<file path="src/rtl/sig_sweep_if.sv">
// sig_sweep_if: control/config/status bundle between the sweep sequencer
// and its control source.
//   master : control source (drives start/abort/cfg_*, reads status)
//   slave  : sig_sweep_ctrl (reads start/abort/cfg_*, drives status)
interface sig_sweep_if #(
  parameter int PHASE_W = 16,
  parameter int DWELL_W = 16
);
  logic               start;
  logic               abort;
  logic               cfg_continuous;
  logic [PHASE_W-1:0] cfg_start_inc;
  logic [PHASE_W-1:0] cfg_stop_inc;
  logic [PHASE_W-1:0] cfg_step;
  logic [DWELL_W-1:0] cfg_dwell;
  logic [PHASE_W-1:0] phase_inc;
  logic               phase_upd;
  logic               out_en;
  logic               busy;
  logic               done;
  logic               cfg_err;
  logic [15:0]        pass_count;

  modport master (
    output start, abort, cfg_continuous, cfg_start_inc, cfg_stop_inc, cfg_step, cfg_dwell,
    input  phase_inc, phase_upd, out_en, busy, done, cfg_err, pass_count
  );
  modport slave (
    input  start, abort, cfg_continuous, cfg_start_inc, cfg_stop_inc, cfg_step, cfg_dwell,
    output phase_inc, phase_upd, out_en, busy, done, cfg_err, pass_count
  );
endinterface

</file>
<file path="src/rtl/sig_sweep_ctrl.sv">
// sig_sweep_ctrl: frequency-sweep sequencer feeding the phase increment of
// the sin/cos generator. Waits for a settled clock-wizard lock, then steps
// the phase increment from start to stop in step-sized points, each lasting
// cfg_dwell+1 cycles; single pass or continuous.
// Ports:
//   clk, reset  : generator clock, synchronous active-high reset
//   dcm_locked  : clock wizard lock (synchronous to clk)
//   bus (slave) : start/abort/cfg_* in; phase_inc/phase_upd/out_en/busy/
//                 done/cfg_err/pass_count out (all registered except busy,
//                 which is decoded straight from the state register)
module sig_sweep_ctrl #(
  parameter int PHASE_W     = 16,
  parameter int DWELL_W     = 16,
  parameter int LOCK_SETTLE = 16
) (
  input  logic       clk,
  input  logic       reset,
  input  logic       dcm_locked,
  sig_sweep_if.slave bus
);
  localparam int LW = (LOCK_SETTLE < 2) ? 1 : $clog2(LOCK_SETTLE + 1);

  typedef enum logic [1:0] {IDLE, WAIT_LOCK, DWELL, DONE} state_t;

  state_t             state, state_d;
  logic [LW-1:0]      lcnt, lcnt_d;
  logic [DWELL_W-1:0] dcnt, dcnt_d;
  logic [PHASE_W-1:0] cur, cur_d;
  logic [PHASE_W-1:0] ph, ph_d;
  logic               upd, upd_d, oen, oen_d, done_q, done_d, err, err_d;
  logic [15:0]        pc, pc_d;
  // config captured at start acceptance
  logic [PHASE_W-1:0] start_q, start_qd, stop_q, stop_qd, step_q, step_qd;
  logic [DWELL_W-1:0] dwell_q, dwell_qd;
  logic               cont_q, cont_qd;
  // one extra bit so cur+step can never wrap past stop
  logic [PHASE_W:0]   nxt;

  assign nxt = {1'b0, cur} + {1'b0, step_q};

  always_ff @(posedge clk) begin
    if (reset) begin
      state   <= IDLE;
      lcnt    <= '0;
      dcnt    <= '0;
      cur     <= '0;
      ph      <= '0;
      upd     <= 1'b0;
      oen     <= 1'b0;
      done_q  <= 1'b0;
      err     <= 1'b0;
      pc      <= '0;
      start_q <= '0;
      stop_q  <= '0;
      step_q  <= '0;
      dwell_q <= '0;
      cont_q  <= 1'b0;
    end else begin
      state   <= state_d;
      lcnt    <= lcnt_d;
      dcnt    <= dcnt_d;
      cur     <= cur_d;
      ph      <= ph_d;
      upd     <= upd_d;
      oen     <= oen_d;
      done_q  <= done_d;
      err     <= err_d;
      pc      <= pc_d;
      start_q <= start_qd;
      stop_q  <= stop_qd;
      step_q  <= step_qd;
      dwell_q <= dwell_qd;
      cont_q  <= cont_qd;
    end
  end

  always_comb begin
    state_d  = state;
    lcnt_d   = lcnt;
    dcnt_d   = dcnt;
    cur_d    = cur;
    ph_d     = ph;
    upd_d    = 1'b0;
    done_d   = 1'b0;
    err_d    = 1'b0;
    pc_d     = pc;
    start_qd = start_q;
    stop_qd  = stop_q;
    step_qd  = step_q;
    dwell_qd = dwell_q;
    cont_qd  = cont_q;
    case (state)
      IDLE: begin
        if (bus.start) begin
          if (bus.cfg_start_inc <= bus.cfg_stop_inc) begin
            start_qd = bus.cfg_start_inc;
            stop_qd  = bus.cfg_stop_inc;
            step_qd  = bus.cfg_step;
            dwell_qd = bus.cfg_dwell;
            cont_qd  = bus.cfg_continuous;
            cur_d    = bus.cfg_start_inc;
            pc_d     = '0;
            lcnt_d   = '0;
            state_d  = WAIT_LOCK;
          end else begin
            err_d = 1'b1;
          end
        end
      end
      WAIT_LOCK: begin
        // phase_inc keeps the point interrupted by lock loss (0 on first entry)
        if (!dcm_locked) begin
          lcnt_d = '0;
        end else if (lcnt == LW'(LOCK_SETTLE - 1)) begin
          lcnt_d  = '0;
          dcnt_d  = '0;
          ph_d    = cur;
          upd_d   = 1'b1;
          state_d = DWELL;
        end else begin
          lcnt_d = lcnt + 1'b1;
        end
      end
      DWELL: begin
        if (!dcm_locked) begin
          // keep cur; the point restarts with a full dwell after relock
          lcnt_d  = '0;
          state_d = WAIT_LOCK;
        end else if (dcnt == dwell_q) begin
          dcnt_d = '0;
          if (step_q != '0 && nxt <= {1'b0, stop_q}) begin
            cur_d = nxt[PHASE_W-1:0];
            ph_d  = nxt[PHASE_W-1:0];
            upd_d = 1'b1;
          end else begin
            pc_d = pc + 16'd1;
            if (cont_q) begin
              cur_d = start_q;
              ph_d  = start_q;
              upd_d = 1'b1;
            end else begin
              done_d  = 1'b1;
              state_d = DONE;
            end
          end
        end else begin
          dcnt_d = dcnt + 1'b1;
        end
      end
      DONE: begin
        ph_d    = '0;
        state_d = IDLE;
      end
      default: state_d = IDLE;
    endcase
    // abort outranks lock loss and dwell completion; pass_count is kept
    if (bus.abort && state != IDLE) begin
      state_d = IDLE;
      ph_d    = '0;
      upd_d   = 1'b0;
      done_d  = 1'b0;
      pc_d    = pc;
    end
    oen_d = (state_d == DWELL);
  end

  assign bus.phase_inc  = ph;
  assign bus.phase_upd  = upd;
  assign bus.out_en     = oen;
  assign bus.busy       = (state != IDLE);
  assign bus.done       = done_q;
  assign bus.cfg_err    = err;
  assign bus.pass_count = pc;
endmodule

</file>
<file path="src/flat_wrapper.sv">
// flat-port wrapper written by rule: the top's interface ports become plain ports
module sig_sweep_ctrl_flat 
#(
  parameter int PHASE_W     = 16,
  parameter int DWELL_W     = 16,
  parameter int LOCK_SETTLE = 16
)
  (clk, reset, dcm_locked, bus_start, bus_abort, bus_cfg_continuous, bus_cfg_start_inc, bus_cfg_stop_inc, bus_cfg_step, bus_cfg_dwell, bus_phase_inc, bus_phase_upd, bus_out_en, bus_busy, bus_done, bus_cfg_err, bus_pass_count);
  sig_sweep_if #(.PHASE_W(PHASE_W), .DWELL_W(DWELL_W)) bus_i ();
  input  logic clk;
  input  logic reset;
  input  logic dcm_locked;
  input wire logic [$bits(bus_i.start)-1:0] bus_start;
  input wire logic [$bits(bus_i.abort)-1:0] bus_abort;
  input wire logic [$bits(bus_i.cfg_continuous)-1:0] bus_cfg_continuous;
  input wire logic [$bits(bus_i.cfg_start_inc)-1:0] bus_cfg_start_inc;
  input wire logic [$bits(bus_i.cfg_stop_inc)-1:0] bus_cfg_stop_inc;
  input wire logic [$bits(bus_i.cfg_step)-1:0] bus_cfg_step;
  input wire logic [$bits(bus_i.cfg_dwell)-1:0] bus_cfg_dwell;
  output wire logic [$bits(bus_i.phase_inc)-1:0] bus_phase_inc;
  output wire logic [$bits(bus_i.phase_upd)-1:0] bus_phase_upd;
  output wire logic [$bits(bus_i.out_en)-1:0] bus_out_en;
  output wire logic [$bits(bus_i.busy)-1:0] bus_busy;
  output wire logic [$bits(bus_i.done)-1:0] bus_done;
  output wire logic [$bits(bus_i.cfg_err)-1:0] bus_cfg_err;
  output wire logic [$bits(bus_i.pass_count)-1:0] bus_pass_count;
  assign bus_i.start = bus_start;
  assign bus_i.abort = bus_abort;
  assign bus_i.cfg_continuous = bus_cfg_continuous;
  assign bus_i.cfg_start_inc = bus_cfg_start_inc;
  assign bus_i.cfg_stop_inc = bus_cfg_stop_inc;
  assign bus_i.cfg_step = bus_cfg_step;
  assign bus_i.cfg_dwell = bus_cfg_dwell;
  assign bus_phase_inc = bus_i.phase_inc;
  assign bus_phase_upd = bus_i.phase_upd;
  assign bus_out_en = bus_i.out_en;
  assign bus_busy = bus_i.busy;
  assign bus_done = bus_i.done;
  assign bus_cfg_err = bus_i.cfg_err;
  assign bus_pass_count = bus_i.pass_count;
  sig_sweep_ctrl #(.PHASE_W(PHASE_W), .DWELL_W(DWELL_W), .LOCK_SETTLE(LOCK_SETTLE)) u_core (.clk(clk), .reset(reset), .dcm_locked(dcm_locked), .bus(bus_i));
endmodule
</file>
<file path="config.mk">
export PLATFORM = sky130hd
export DESIGN_NAME = sig_sweep_ctrl_flat
export DESIGN_NICKNAME = d
export VERILOG_FILES = /design/src/rtl/sig_sweep_if.sv /design/src/rtl/sig_sweep_ctrl.sv /design/src/flat_wrapper.sv
export SDC_FILE = /design/constraint.sdc
export NUM_CORES = 1
export LEC_CHECK = 0
export ABC_AREA = 0
export CAP_MARGIN = 20
export CORE_UTILIZATION = 40
export CTS_CLUSTER_DIAMETER = 30
export DETAILED_ROUTE_END_ITERATION = 8
export PLACE_DENSITY_LB_ADDON = 0.2
export SKIP_CTS_REPAIR_TIMING = 1
export SLEW_MARGIN = 10
export SYNTH_ARGS = -nofsm -noshare
export SYNTH_HDL_FRONTEND = slang
export SYNTH_SLANG_ARGS = --single-unit
</file>
<file path="constraint.sdc">
create_clock -name clk -period 8.3 [get_ports clk]
set_input_delay 1.66 -clock clk [delete_from_list [all_inputs] [get_ports clk]]
set_output_delay 1.66 -clock clk [all_outputs]
set_load 0.03 [all_outputs]
</file>
==> results.rst, run 1 <==
.. list-table::
   :header-rows: 1

   * - Metric
     - Value
   * - Outcome
     - finished, final reports clean
   * - Iteration-0 DRC Markers
     - 583
   * - Wire length per cell after detailed routing
     - 16.8 um
   * - Chip width
     - 142 um
   * - Number of global-route vias before repair
     - 6718
   * - Number of enable-type register cells in the synthesized netlist
     - 0
   * - Total placed instance area
     - 0.00911 mm^2
   * - Share of cell area taken by muxes after synthesis
     - 2.08%
   * - Number of synthesized register bits
     - 140
   * - Worst-case vdd ir drop
     - 0.218 mV
   * - Adder-Cell Fraction of Synth Area
     - 9.00%
   * - Core Box Area
     - 0.0190 mm^2
   * - Post-Route WL
     - 22.5 mm
   * - Number of clock sinks seen by CTS
     - 140
   * - Top library cells by usage in the layout, fill and taps aside
     - sky130_fd_sc_hd__nand2_1 (181), sky130_fd_sc_hd__dfxtp_1 (140), sky130_fd_sc_hd__a21oi_1 (126), sky130_fd_sc_hd__clkdlybuf4s50_1 (105), sky130_fd_sc_hd__ha_1 (55)
   * - CTS tree
     - done
   * - Dominant cell type by count on the critical path
     - sky130_fd_sc_hd__ha_1
   * - Commonest non-fill, non-tap cell in the layout
     - sky130_fd_sc_hd__nand2_1
   * - Pin count of the biggest net entering global routing
     - 79
   * - Die area
     - 0.0202 mm^2
   * - Number of filler cells placed in the layout
     - 1868
   * - Vert. Die Dim
     - 142 um
   * - H-tree Lvls
     - 4
   * - Fin area
     - 0.00975 mm^2
   * - Final setup slack of the worst path
     - 2.93 ns
   * - Net count of the finished layout
     - 1195
   * - Post-synth net total
     - 1114
   * - Power density of the placed cells
     - 278 mW/mm^2
   * - Wire length of the first global-routing pass
     - 35.9 mm
   * - Aggregate negative setup slack
     - 0 ns
   * - Number of buffers inserted during clock tree synthesis
     - 17
   * - Clock tree root buffer cell
     - sky130_fd_sc_hd__clkbuf_16
   * - RSZ-0062 raised after global routing
     - no
   * - # rows
     - 50
   * - Worst hold path type
     - register to register
   * - Routability congestion estimate
     - 0.907
   * - Synth async-reset ratio
     - 0%
   * - Highest attainable clock frequency
     - 186 MHz
   * - Antenna violations before repair
     - 1
   * - Launch point of the worst hold path
     - u_core.start_q[0]
   * - Type of destination of the critical path
     - register
   * - Worst slack after detailed placement
     - 2.68 ns
   * - Static Leak
     - 3.81 nW
   * - Area Overhead vs Synth
     - 23.9%
   * - Area of the mapped netlist
     - 0.00787 mm^2
   * - Number of I/O pins
     - 107
   * - Drt via density
     - 5.54
   * - Area share of and/or/nand/nor cells after synthesis
     - 21.3%
   * - Delay contributed by the slowest stage of the critical path
     - 0.88 ns
   * - Largest family of logic cells by synthesized area
     - compound AO/OA/AOI/OAI gates
   * - Number of pins exceeding their max-slew limit in the final report
     - 0
   * - Number of warning messages in the yosys log
     - 0
   * - Relative max-transition margin
     - 30.9%
   * - Count of cell types in the netlist
     - 74
   * - Maximum clock path buffer count
     - 2
   * - Mean instance size in the synthesized netlist
     - 7.96 um^2
   * - Final clock skew
     - 0.0122 ns
   * - Number of I/O port buffers
     - 106
   * - Total GRT Usage
     - 23.0%
   * - Proportion of layout cells with a drive suffix above 1
     - 6.47%
   * - Compound-Gate Fraction of Synth Area
     - 22.4%
   * - Critical R2R Launch
     - u_core.step_q[8]
   * - Most used flip-flop cell after synthesis
     - sky130_fd_sc_hd__dfxtp_1
   * - Vias
     - 7433
   * - Data arrival time of the critical path
     - 5.69 ns
   * - Max Cap Viol
     - 0
   * - Half-perimeter wire length after placement
     - 16.3 mm
   * - Effective utilization at floorplan
     - 41.4%
   * - Worst reg2reg endpoint
     - u_core.bus.phase_inc[13]
   * - Maximum fanout count along the critical path
     - 32
   * - Sequence of cells on the critical path
     - ha_1, a21o_1, a211oi_1, a2bb2oi_1, a211o_1, nand3_1, ha_1, nand2_1, nor4_1, a41oi_1, o31a_1, nor3_4, buf_4, o311a_1, o211ai_1, o211a_1
   * - Critical path type
     - register to register
   * - 1st-pass router iterations
     - 5
   * - Detail Route Antenna Nets
     - 0
   * - Final number of setup-violating endpoints
     - 0
   * - Category of the worst setup path launch point
     - register
   * - Cell with the largest stage delay on the worst path
     - sky130_fd_sc_hd__o311a_1
   * - Cell count after synthesis
     - 988
   * - Required time reported for the critical path endpoint
     - 8.62 ns
   * - Reg2Reg Setup Slack
     - 2.93 ns
   * - End point of the worst hold path
     - u_core.start_q[0]
   * - Overflow left after global routing
     - 0
   * - Hold-critical path depth
     - 2
   * - Antenna diode count
     - 0
   * - Share of the synthesized netlist area taken by xor and xnor gates
     - 4.45%
   * - Slew at the pin with the worst max-slew slack
     - 1.04 ns
   * - Worst reg-to-reg path cell count
     - 16
   * - Number of hold violations in the final report
     - 0
   * - Residual DRC
     - 0
   * - Clock insertion delay at the later pin of the skew report
     - 0.43 ns
   * - Fraction of the yosys area taken by sequential cells
     - 35.6%
   * - Final critical delay including setup and external delays
     - 5.37 ns
   * - Fin crit share
     - 64.7%
   * - Clock slew at the register clock pins of the worst setup and hold paths
     - 0.06 ns
[critical path, delay by kind of cell (launching register included)]
family / cells / cell delay, ns
AO/OA/AOI/OAI: 9 / 2.87
AND/OR/NAND/NOR: 4 / 0.97
adder cells (fa/ha/maj): 2 / 0.70
buffers and inverters: 1 / 0.36
flip-flops: 1 / 0.34
[routing by layer]
metal  global-route usage [%]  vias up  routed length (um)
met5                        0        -                   0
met4                     7.87        0                 428
met3                     3.43       30                1150
met2                     33.7      255                9590
met1                     34.0     3464               11400
li1                         -     3684                   -
[cell families (layout without fill, tap and decap cells)]
group / after synthesis / after routing
simple gates: 355 / 355
fa+ha+maj: 56 / 56
xor+xnor: 40 / 40
flops: 140 / 140
compound gates: 278 / 278
buf+inv: 104 / 198
mux: 15 / 15
[where the power goes]
group          internal [W]  leakage (nW)  total [W]  switching (W)
Combinational      0.000405          2.38    0.00106       0.000657
Sequential         0.000766          1.14   0.000840      0.0000744
Clock              0.000502         0.291   0.000811       0.000309
[through the flow]
stage	instances	util [%]	hold slack, ns	total power, W
after global routing	1342	51.3	0.470	0.00287
after floorplan	988	-	0.432	0.00156
final	1342	51.3	0.454	0.00271
after global placement	1309	47.9	0.441	0.00188
after detailed placement	1309	47.9	0.446	0.00190
after CTS	1341	51.2	0.454	0.00271
[state kept, by name, summed over array words and instances, names as in the netlist]
register / count
u_core.bus.cfg_err: 1
u_core.lcnt: 5
u_core.bus.phase_upd: 1
u_core.state: 2
u_core.bus.phase_inc: 16
u_core.cont_q: 1
u_core.step_q: 16
u_core.stop_q: 16
u_core.bus.out_en: 1
u_core.cur: 16
u_core.dcnt: 16
u_core.start_q: 16
u_core.bus.done: 1
u_core.dwell_q: 16
u_core.bus.pass_count: 16
[cell type report]
class	count	area, um^2	share of cell area (%)
clock buffers	17	425	4.36
repair buffers	114	1120	11.5
multi-input cells	744	4680	48.0
inverters	52	195	2.00
flip-flops and latches	140	2800	28.7
clock inverters	15	199	2.04
well taps	260	325	3.34
[worst max path at each step]
stage	start	end	slack [ns]	depth (start not counted)
3_3_place_gp	u_core.step_q[2]	u_core.bus.phase_inc[13]	2.89	17
5_1_grt	u_core.step_q[4]	u_core.bus.phase_inc[13]	2.54	18
4_1_cts	u_core.step_q[3]	u_core.bus.phase_inc[13]	2.68	17
3_5_place_dp	u_core.step_q[4]	u_core.bus.phase_inc[13]	2.68	17
6_report	u_core.step_q[8]	u_core.bus.phase_inc[13]	2.93	16
2_1_floorplan	u_core.step_q[2]	u_core.cur[4]	3.96	19
[synth_stat cells (3+ instances only)]
cell type,instances,area share (%)
sky130_fd_sc_hd__nand2_1,181,8.6
sky130_fd_sc_hd__dfxtp_1,140,36
sky130_fd_sc_hd__a21oi_1,127,8.1
sky130_fd_sc_hd__ha_1,55,8.7
sky130_fd_sc_hd__inv_1,50,2.4
sky130_fd_sc_hd__nor2_1,49,2.3
sky130_fd_sc_hd__clkbuf_1,40,1.9
sky130_fd_sc_hd__xor2_1,30,3.3
sky130_fd_sc_hd__o21ai_0,23,1.5
sky130_fd_sc_hd__nand4_1,20,1.6
sky130_fd_sc_hd__o211ai_1,19,1.8
sky130_fd_sc_hd__nand3_1,17,1.1
sky130_fd_sc_hd__o21ai_1,15,0.95
sky130_fd_sc_hd__and3_1,14,1.1
sky130_fd_sc_hd__nor4_1,13,1.0
sky130_fd_sc_hd__a22oi_1,12,1.1
sky130_fd_sc_hd__or2_2,12,0.95
sky130_fd_sc_hd__xnor2_1,10,1.1
sky130_fd_sc_hd__a211o_1,9,1.0
sky130_fd_sc_hd__a21o_1,9,0.86
sky130_fd_sc_hd__a31oi_1,9,0.72
sky130_fd_sc_hd__mux2_1,8,1.1
sky130_fd_sc_hd__nor2b_1,8,0.64
sky130_fd_sc_hd__or3_1,8,0.64
sky130_fd_sc_hd__or4_1,8,0.76
sky130_fd_sc_hd__o31ai_1,7,0.67
sky130_fd_sc_hd__a211oi_1,6,0.57
sky130_fd_sc_hd__buf_2,6,0.38
sky130_fd_sc_hd__nor3_1,6,0.38
sky130_fd_sc_hd__buf_1,5,0.24
sky130_fd_sc_hd__a21boi_0,4,0.38
sky130_fd_sc_hd__and2_1,4,0.32
sky130_fd_sc_hd__mux2i_1,4,0.51
sky130_fd_sc_hd__o211a_1,4,0.51
sky130_fd_sc_hd__o21a_1,4,0.38
sky130_fd_sc_hd__and4_1,3,0.33
sky130_fd_sc_hd__mux2_2,3,0.43
sky130_fd_sc_hd__o31a_1,3,0.33
Power figures use the tool's default switching activity.
==> inputs of run 2 (changes only) <==
Clock period 8.3 ns to 5.6 ns, I/O delays scaled along.
==> run 2 against run 1 <==
Against the previous run: core utilization about the same; via count fell by 0.38%; final cell count about the same; routed wire length up 0.83%; clock power grew 44%; highest routed layer unchanged; critical path depth grew 1; critical path type unchanged.
==> results.rst, run 2 (synthesized netlist as in run 1, its figures left out) <==
.. list-table::
   :header-rows: 1

   * - Metric
     - Value
   * - 1st-pass router iterations
     - 5
   * - Proportion of layout cells with a drive suffix above 1
     - 6.65%
   * - Residual DRC
     - 0
   * - Data arrival time of the critical path
     - 5.21 ns
   * - CTS tree
     - done
   * - Net count of the finished layout
     - 1197
   * - Hold-critical path depth
     - 2
   * - Clock tree root buffer cell
     - sky130_fd_sc_hd__clkbuf_16
   * - Routability congestion estimate
     - 0.951
   * - Clock slew at the register clock pins of the worst setup and hold paths
     - 0.06 ns
   * - Top library cells by usage in the layout, fill and taps aside
     - sky130_fd_sc_hd__nand2_1 (181), sky130_fd_sc_hd__dfxtp_1 (140), sky130_fd_sc_hd__a21oi_1 (126), sky130_fd_sc_hd__clkdlybuf4s50_1 (105), sky130_fd_sc_hd__ha_1 (55)
   * - Wire length of the first global-routing pass
     - 36.3 mm
   * - Number of global-route vias before repair
     - 6831
   * - Half-perimeter wire length after placement
     - 16.6 mm
   * - Number of I/O port buffers
     - 106
   * - Critical R2R Launch
     - u_core.step_q[3]
   * - Antenna diode count
     - 0
   * - Type of destination of the critical path
     - register
   * - Max Cap Viol
     - 0
   * - Drt via density
     - 5.51
   * - Total GRT Usage
     - 23.3%
   * - Fin crit share
     - 86.8%
   * - Reg2Reg Setup Slack
     - 0.74 ns
   * - Number of I/O pins
     - 107
   * - Number of filler cells placed in the layout
     - 1933
   * - Maximum clock path buffer count
     - 2
   * - Maximum fanout count along the critical path
     - 19
   * - Die area
     - 0.0202 mm^2
   * - Worst hold path type
     - register to register
   * - Relative max-transition margin
     - 47.5%
   * - Worst-case vdd ir drop
     - 0.382 mV
   * - Category of the worst setup path launch point
     - register
   * - Number of hold violations in the final report
     - 0
   * - Antenna violations before repair
     - 0
   * - Launch point of the worst hold path
     - u_core.stop_q[7]
   * - Static Leak
     - 3.83 nW
   * - Pin count of the biggest net entering global routing
     - 57
   * - Slew at the pin with the worst max-slew slack
     - 0.787 ns
   * - Worst reg-to-reg path cell count
     - 17
   * - Number of buffers inserted during clock tree synthesis
     - 17
   * - RSZ-0062 raised after global routing
     - no
   * - Number of clock sinks seen by CTS
     - 140
   * - Effective utilization at floorplan
     - 41.4%
   * - Wire length per cell after detailed routing
     - 16.9 um
   * - Critical path type
     - register to register
   * - Highest attainable clock frequency
     - 206 MHz
   * - Final critical delay including setup and external delays
     - 4.86 ns
   * - Commonest non-fill, non-tap cell in the layout
     - sky130_fd_sc_hd__nand2_1
   * - Worst reg2reg endpoint
     - u_core.cur[14]
   * - Iteration-0 DRC Markers
     - 576
   * - Vert. Die Dim
     - 142 um
   * - End point of the worst hold path
     - u_core.stop_q[7]
   * - Clock insertion delay at the later pin of the skew report
     - 0.43 ns
   * - Required time reported for the critical path endpoint
     - 5.95 ns
   * - Detail Route Antenna Nets
     - 0
   * - H-tree Lvls
     - 4
   * - Util after Layout
     - 51.3%
   * - Aggregate negative setup slack
     - 0 ns
   * - Area Overhead vs Synth
     - 24.0%
   * - Post-Route WL
     - 22.7 mm
   * - Final number of setup-violating endpoints
     - 0
   * - Overflow left after global routing
     - 0
   * - Vias
     - 7405
   * - Chip width
     - 142 um
   * - Power density of the placed cells
     - 408 mW/mm^2
   * - Number of pins exceeding their max-slew limit in the final report
     - 0
   * - # rows
     - 50
   * - Outcome
     - finished, final reports clean
   * - Core Box Area
     - 0.0190 mm^2
   * - Final clock skew
     - 0.00923 ns
[run 2: cell count changes in the layout (fill, tap and decap cells not counted)]
cell	change
sky130_fd_sc_hd__dlymetal6s2s_1	-1
sky130_fd_sc_hd__buf_4	+1
sky130_fd_sc_hd__clkinv_4	-2
sky130_fd_sc_hd__clkbuf_8	+5
sky130_fd_sc_hd__buf_6	+1
sky130_fd_sc_hd__clkinvlp_4	-2
sky130_fd_sc_hd__clkinv_2	-1
sky130_fd_sc_hd__bufinv_16	-2
sky130_fd_sc_hd__buf_12	+1
sky130_fd_sc_hd__inv_6	+1
[run 2: metrics by stage]
step / power, W / std cells / area [um^2] / setup slack [ns] / hold WS (ns)
CTS: 0.00397 / 1343 / 9760 / 0.853 / 0.456
finish: 0.00398 / 1343 / 9760 / 0.741 / 0.453
global placement: 0.00280 / 1311 / 9140 / 0.881 / 0.443
global route: 0.00420 / 1343 / 9760 / 0.427 / 0.466
detailed placement: 0.00281 / 1312 / 9150 / 0.889 / 0.447
floorplan: 0.00231 / 988 / 7870 / 1.26 / 0.432
[run 2: cell type report]
type                    instances  area (um^2)  share of cell area (%)
multi-input cells             744         4680                    48.0
flip-flops and latches        140         2800                    28.7
repair buffers                116         1150                    11.8
clock buffers                  22          494                    5.07
well taps                     260          325                    3.33
inverters                      52          195                    2.00
clock inverters                 9          110                    1.13
[run 2: worst max-delay path by stage]
| stage | startpoint | end | slack (ns) | cells past startpoint |
|---|---|---|---|---|
| 2_1_floorplan | u_core.step_q[2] | u_core.cur[4] | 1.26 | 19 |
| 3_3_place_gp | u_core.cur[2] | u_core.cur[14] | 0.88 | 17 |
| 3_5_place_dp | u_core.step_q[2] | u_core.cur[14] | 0.89 | 17 |
| 4_1_cts | u_core.step_q[2] | u_core.cur[14] | 0.85 | 17 |
| 5_1_grt | u_core.step_q[3] | u_core.cur[14] | 0.43 | 17 |
| 6_report | u_core.step_q[3] | u_core.cur[14] | 0.74 | 17 |
[run 2: power by group]
group          leakage (nW)  switching [W]  total [W]  internal [W]
Combinational          2.40       0.000951    0.00156      0.000607
Sequential             1.14       0.000124    0.00126       0.00114
Clock                 0.291       0.000455    0.00117      0.000713
Total                  3.83        0.00153    0.00398       0.00245
[run 2: critical path, cell delays in order (launching register included)]
cell and delay [ns]:
sky130_fd_sc_hd__dfxtp_1 0.34, sky130_fd_sc_hd__ha_1 0.36, sky130_fd_sc_hd__and3_1 0.16, sky130_fd_sc_hd__a2111oi_0 0.44
sky130_fd_sc_hd__buf_4 0.22, sky130_fd_sc_hd__a211o_1 0.19, sky130_fd_sc_hd__nand2_1 0.07, sky130_fd_sc_hd__a21oi_1 0.20
sky130_fd_sc_hd__xnor2_1 0.12, sky130_fd_sc_hd__ha_1 0.32, sky130_fd_sc_hd__nand2_1 0.07, sky130_fd_sc_hd__nor4_1 0.36
sky130_fd_sc_hd__a41oi_1 0.17, sky130_fd_sc_hd__o31a_1 0.17, sky130_fd_sc_hd__or3_1 0.44, sky130_fd_sc_hd__a221o_1 0.66
sky130_fd_sc_hd__a211o_1 0.38, sky130_fd_sc_hd__a21oi_1 0.12
[run 2: per-layer routing]
metal	part of all wire [%]	track usage [%]
met1	49	33.5
met3	6.3	4.41
met5	0	0
met4	2.1	8.38
met2	42	34.2
==> RTL change: new RTL, flow settings as in run 1 <==
`PHASE_W` is set to 16 in 3 places; all go to 18.
--- a/src/rtl/sig_sweep_if.sv
+++ b/src/rtl/sig_sweep_if.sv
@@ -5,3 +5,3 @@
 interface sig_sweep_if #(
-  parameter int PHASE_W = 16,
+  parameter int PHASE_W = 18,
   parameter int DWELL_W = 16
--- a/src/rtl/sig_sweep_ctrl.sv
+++ b/src/rtl/sig_sweep_ctrl.sv
@@ -11,3 +11,3 @@
 module sig_sweep_ctrl #(
-  parameter int PHASE_W     = 16,
+  parameter int PHASE_W     = 18,
   parameter int DWELL_W     = 16,
--- a/src/flat_wrapper.sv
+++ b/src/flat_wrapper.sv
@@ -3,3 +3,3 @@
 #(
-  parameter int PHASE_W     = 16,
+  parameter int PHASE_W     = 18,
   parameter int DWELL_W     = 16,
Interface: changed (resized bus_cfg_start_inc, bus_cfg_step, bus_cfg_stop_inc and bus_phase_inc); port bits go from 107 to 115. No check against the original RTL was run, so the function may have changed too.
==> RTL change against run 1 <==
First-iteration DRC count is 31% lower; via count up 3.7%; clock power is 3.3% lower; sequential cell count is 10 higher; setup slack better by 0.13 ns; sequential power hardly changed; count of clock-buffer cells in the layout up 1; synthesized area up 6.5%; wire length grew 8.6%; cell area grew 5.2%; total power shrank 14%.
==> RTL change: results (changes against run 1) <==
Run status
  – Status: finished, final reports clean (unchanged)

Floorplanning
  – Effective utilization at floorplan: 41.1% (was 41.4%)

Global route
  – Initial antenna violation count: 0 (was 1)
  – Pin count of the biggest net entering global routing: 73 (was 79)
  – First-pass GRT wire length: 39.1 mm (was 35.9 mm)
  – Grt met1 use: 28.5% (was 34.0%)
  – Tot GR Track Use: 23.3% (was 23.0%)
  – GR Util met3: 4.75% (was 3.43%)
  – Global routing usage on met2: 39.6% (was 33.7%)
  – Vias in the first global route: 7318 (was 6718)

Setup path
  – R2r endpoint: u_core.bus.out_en$_SDFF_PP0_ (was u_core.bus.phase_inc[13]$_SDFFE_PP0P_)
  – Slowest CP cell: a2111oi_0 (was o311a_1)
  – Flop2flop setup slack: 3.05 ns (was 2.93 ns)
  – Reg2reg start: u_core.step_q[0]$_SDFFE_PP0P_ (was u_core.step_q[8]$_SDFFE_PP0P_)
  – CP Data Arrival Time: 5.52 ns (was 5.69 ns)
  – Reg2reg path depth: 20 (was 16)
  – CP max FO: 19 (was 32)
  – CP max stage delay: 0.59 ns (was 0.88 ns)

Place
  – I/O Buffers: 114 (was 106)
  – DP Wirelength: 17.9 mm (was 16.3 mm)
  – Gpl congestion: 0.898 (was 0.907)
  – Placed Area: 0.00968 mm2 (was 0.00911 mm2)

Synthesis
  – Mapped Nets: 1200 (was 1114)
  – Commonest cells post-synth: nand2_1 (211), dfxtp_1 (150), a21oi_1 (126) (was nand2_1 (181), dfxtp_1 (140), a21oi_1 (127))
  – Synth area leaders: dfxtp_1 (36%), nand2_1 (9.5%), ha_1 (9.1%) (was dfxtp_1 (36%), ha_1 (8.7%), nand2_1 (8.6%))

Pwr
  – Pleak: 4.16 nW (was 3.81 nW)
  – VDD IR max: 0.000149 V (was 0.000218 V)

Drt
  – DRT iter0 DRCs: 402 (was 583)
  – Vias post-DR: 7711 (was 7433)
  – DR WL/cell: 17.1 um (was 16.8 um)
  – First-pass DRT Iterations: 6 (was 5)

Final layout
  – # fillers: 1988 (was 1868)
  – Total Nets Final: 1283 (was 1195)
  – Layout cells sized above 1: 5.36% (was 6.47%)

Worst hold path
  – Worst hold start: u_core.start_q[4]$_SDFFE_PP0P_ (was u_core.start_q[0]$_SDFFE_PP0P_)
  – Hold Crit Endpoint: u_core.start_q[4]$_SDFFE_PP0P_ (was u_core.start_q[0]$_SDFFE_PP0P_)

Timing
  – Layout Skew: 0.00769 ns (was 0.0122 ns)
  – Least-Margin Pin Slew: 0.900 ns (was 1.04 ns)
==> RTL change: changes by cell type after synthesis, moves of 8 or more <==
cell / before / now
nor2_1: 49 / 80
nand2_1: 181 / 211
xnor2_1: 10 / 26
o21ai_1: 15 / 1
a22oi_1: 12 / 2
dfxtp_1: 140 / 150
mux2i_1: 4 / 14
or2_2: 12 / 2
o211a_1: 4 / 13
o21ai_0: 23 / 32
inv_1: 50 / 58
mux2_1: 8 / 0
==> RTL change: final cells by class <==
type / instances / area [um2] / share of cell area, %
Multi-Input combinational cell: 796 / 4920 / 47.9
Inverter: 58 / 218 / 2.12
Sequential cell: 150 / 3000 / 29.3
Clock buffer: 18 / 429 / 4.18
Timing Repair Buffer: 122 / 1200 / 11.7
Tap cell: 270 / 338 / 3.29
Clock inverter: 13 / 156 / 1.52
==> RTL change: worst max path at each step <==
stage / slack [ns] / end / from
2_1_floorplan: 4.06 / u_core.cur[9]$_SDFFE_PP0P_ / u_core.step_q[0]$_SDFFE_PP0P_
3_3_place_gp: 2.70 / u_core.bus.phase_inc[0]$_SDFFE_PP0P_ / u_core.step_q[0]$_SDFFE_PP0P_
3_5_place_dp: 3.18 / u_core.step_q[10]$_SDFFE_PP0P_ / bus_cfg_stop_inc[5]
4_1_cts: 3.15 / u_core.bus.out_en$_SDFF_PP0_ / u_core.step_q[0]$_SDFFE_PP0P_
5_1_grt: 2.73 / u_core.bus.out_en$_SDFF_PP0_ / u_core.step_q[0]$_SDFFE_PP0P_
6_report: 3.05 / u_core.bus.out_en$_SDFF_PP0_ / u_core.step_q[0]$_SDFFE_PP0P_
==> RTL change: through the flow <==
step	hold WS (ns)	cells	setup WS [ns]	utilization [%]
6_report	0.451	1427	3.05	50.4
5_1_grt	0.465	1427	2.73	50.4
4_1_cts	0.452	1427	3.15	50.4
3_5_place_dp	0.443	1396	3.18	47.5
3_3_place_gp	0.439	1395	2.70	47.5
2_1_floorplan	0.428	1062	4.06	-
==> RTL change: cells by family after synthesis <==
kind of cell | synth area share, %
DFF | 35.8
adders and majority gates | 9.35
buffers and inverters | 5.56
xor gates and xnor gates | 5.86
muxes | 1.94
AOI/OAI and AO/OA | 20.9
and+or+nand+nor | 20.5
==> RTL change: power by group <==
group	internal (W)	total (W)	leakage (nW)	switching, W
clock	0.000470	0.000784	0.286	0.000314
sequential	0.000787	0.000838	1.22	0.0000516
combinational	0.000282	0.000722	2.65	0.000440
total	0.00154	0.00234	4.16	0.000805
==> RTL change: metal layers <==
| metal | vias up | share of wire (%) |
|---|---|---|
| li1 | 3872 | - |
| met1 | 3603 | 44 |
| met2 | 202 | 48 |
| met3 | 34 | 4.3 |
| met4 | 0 | 3.4 |
| met5 | - | 0 |
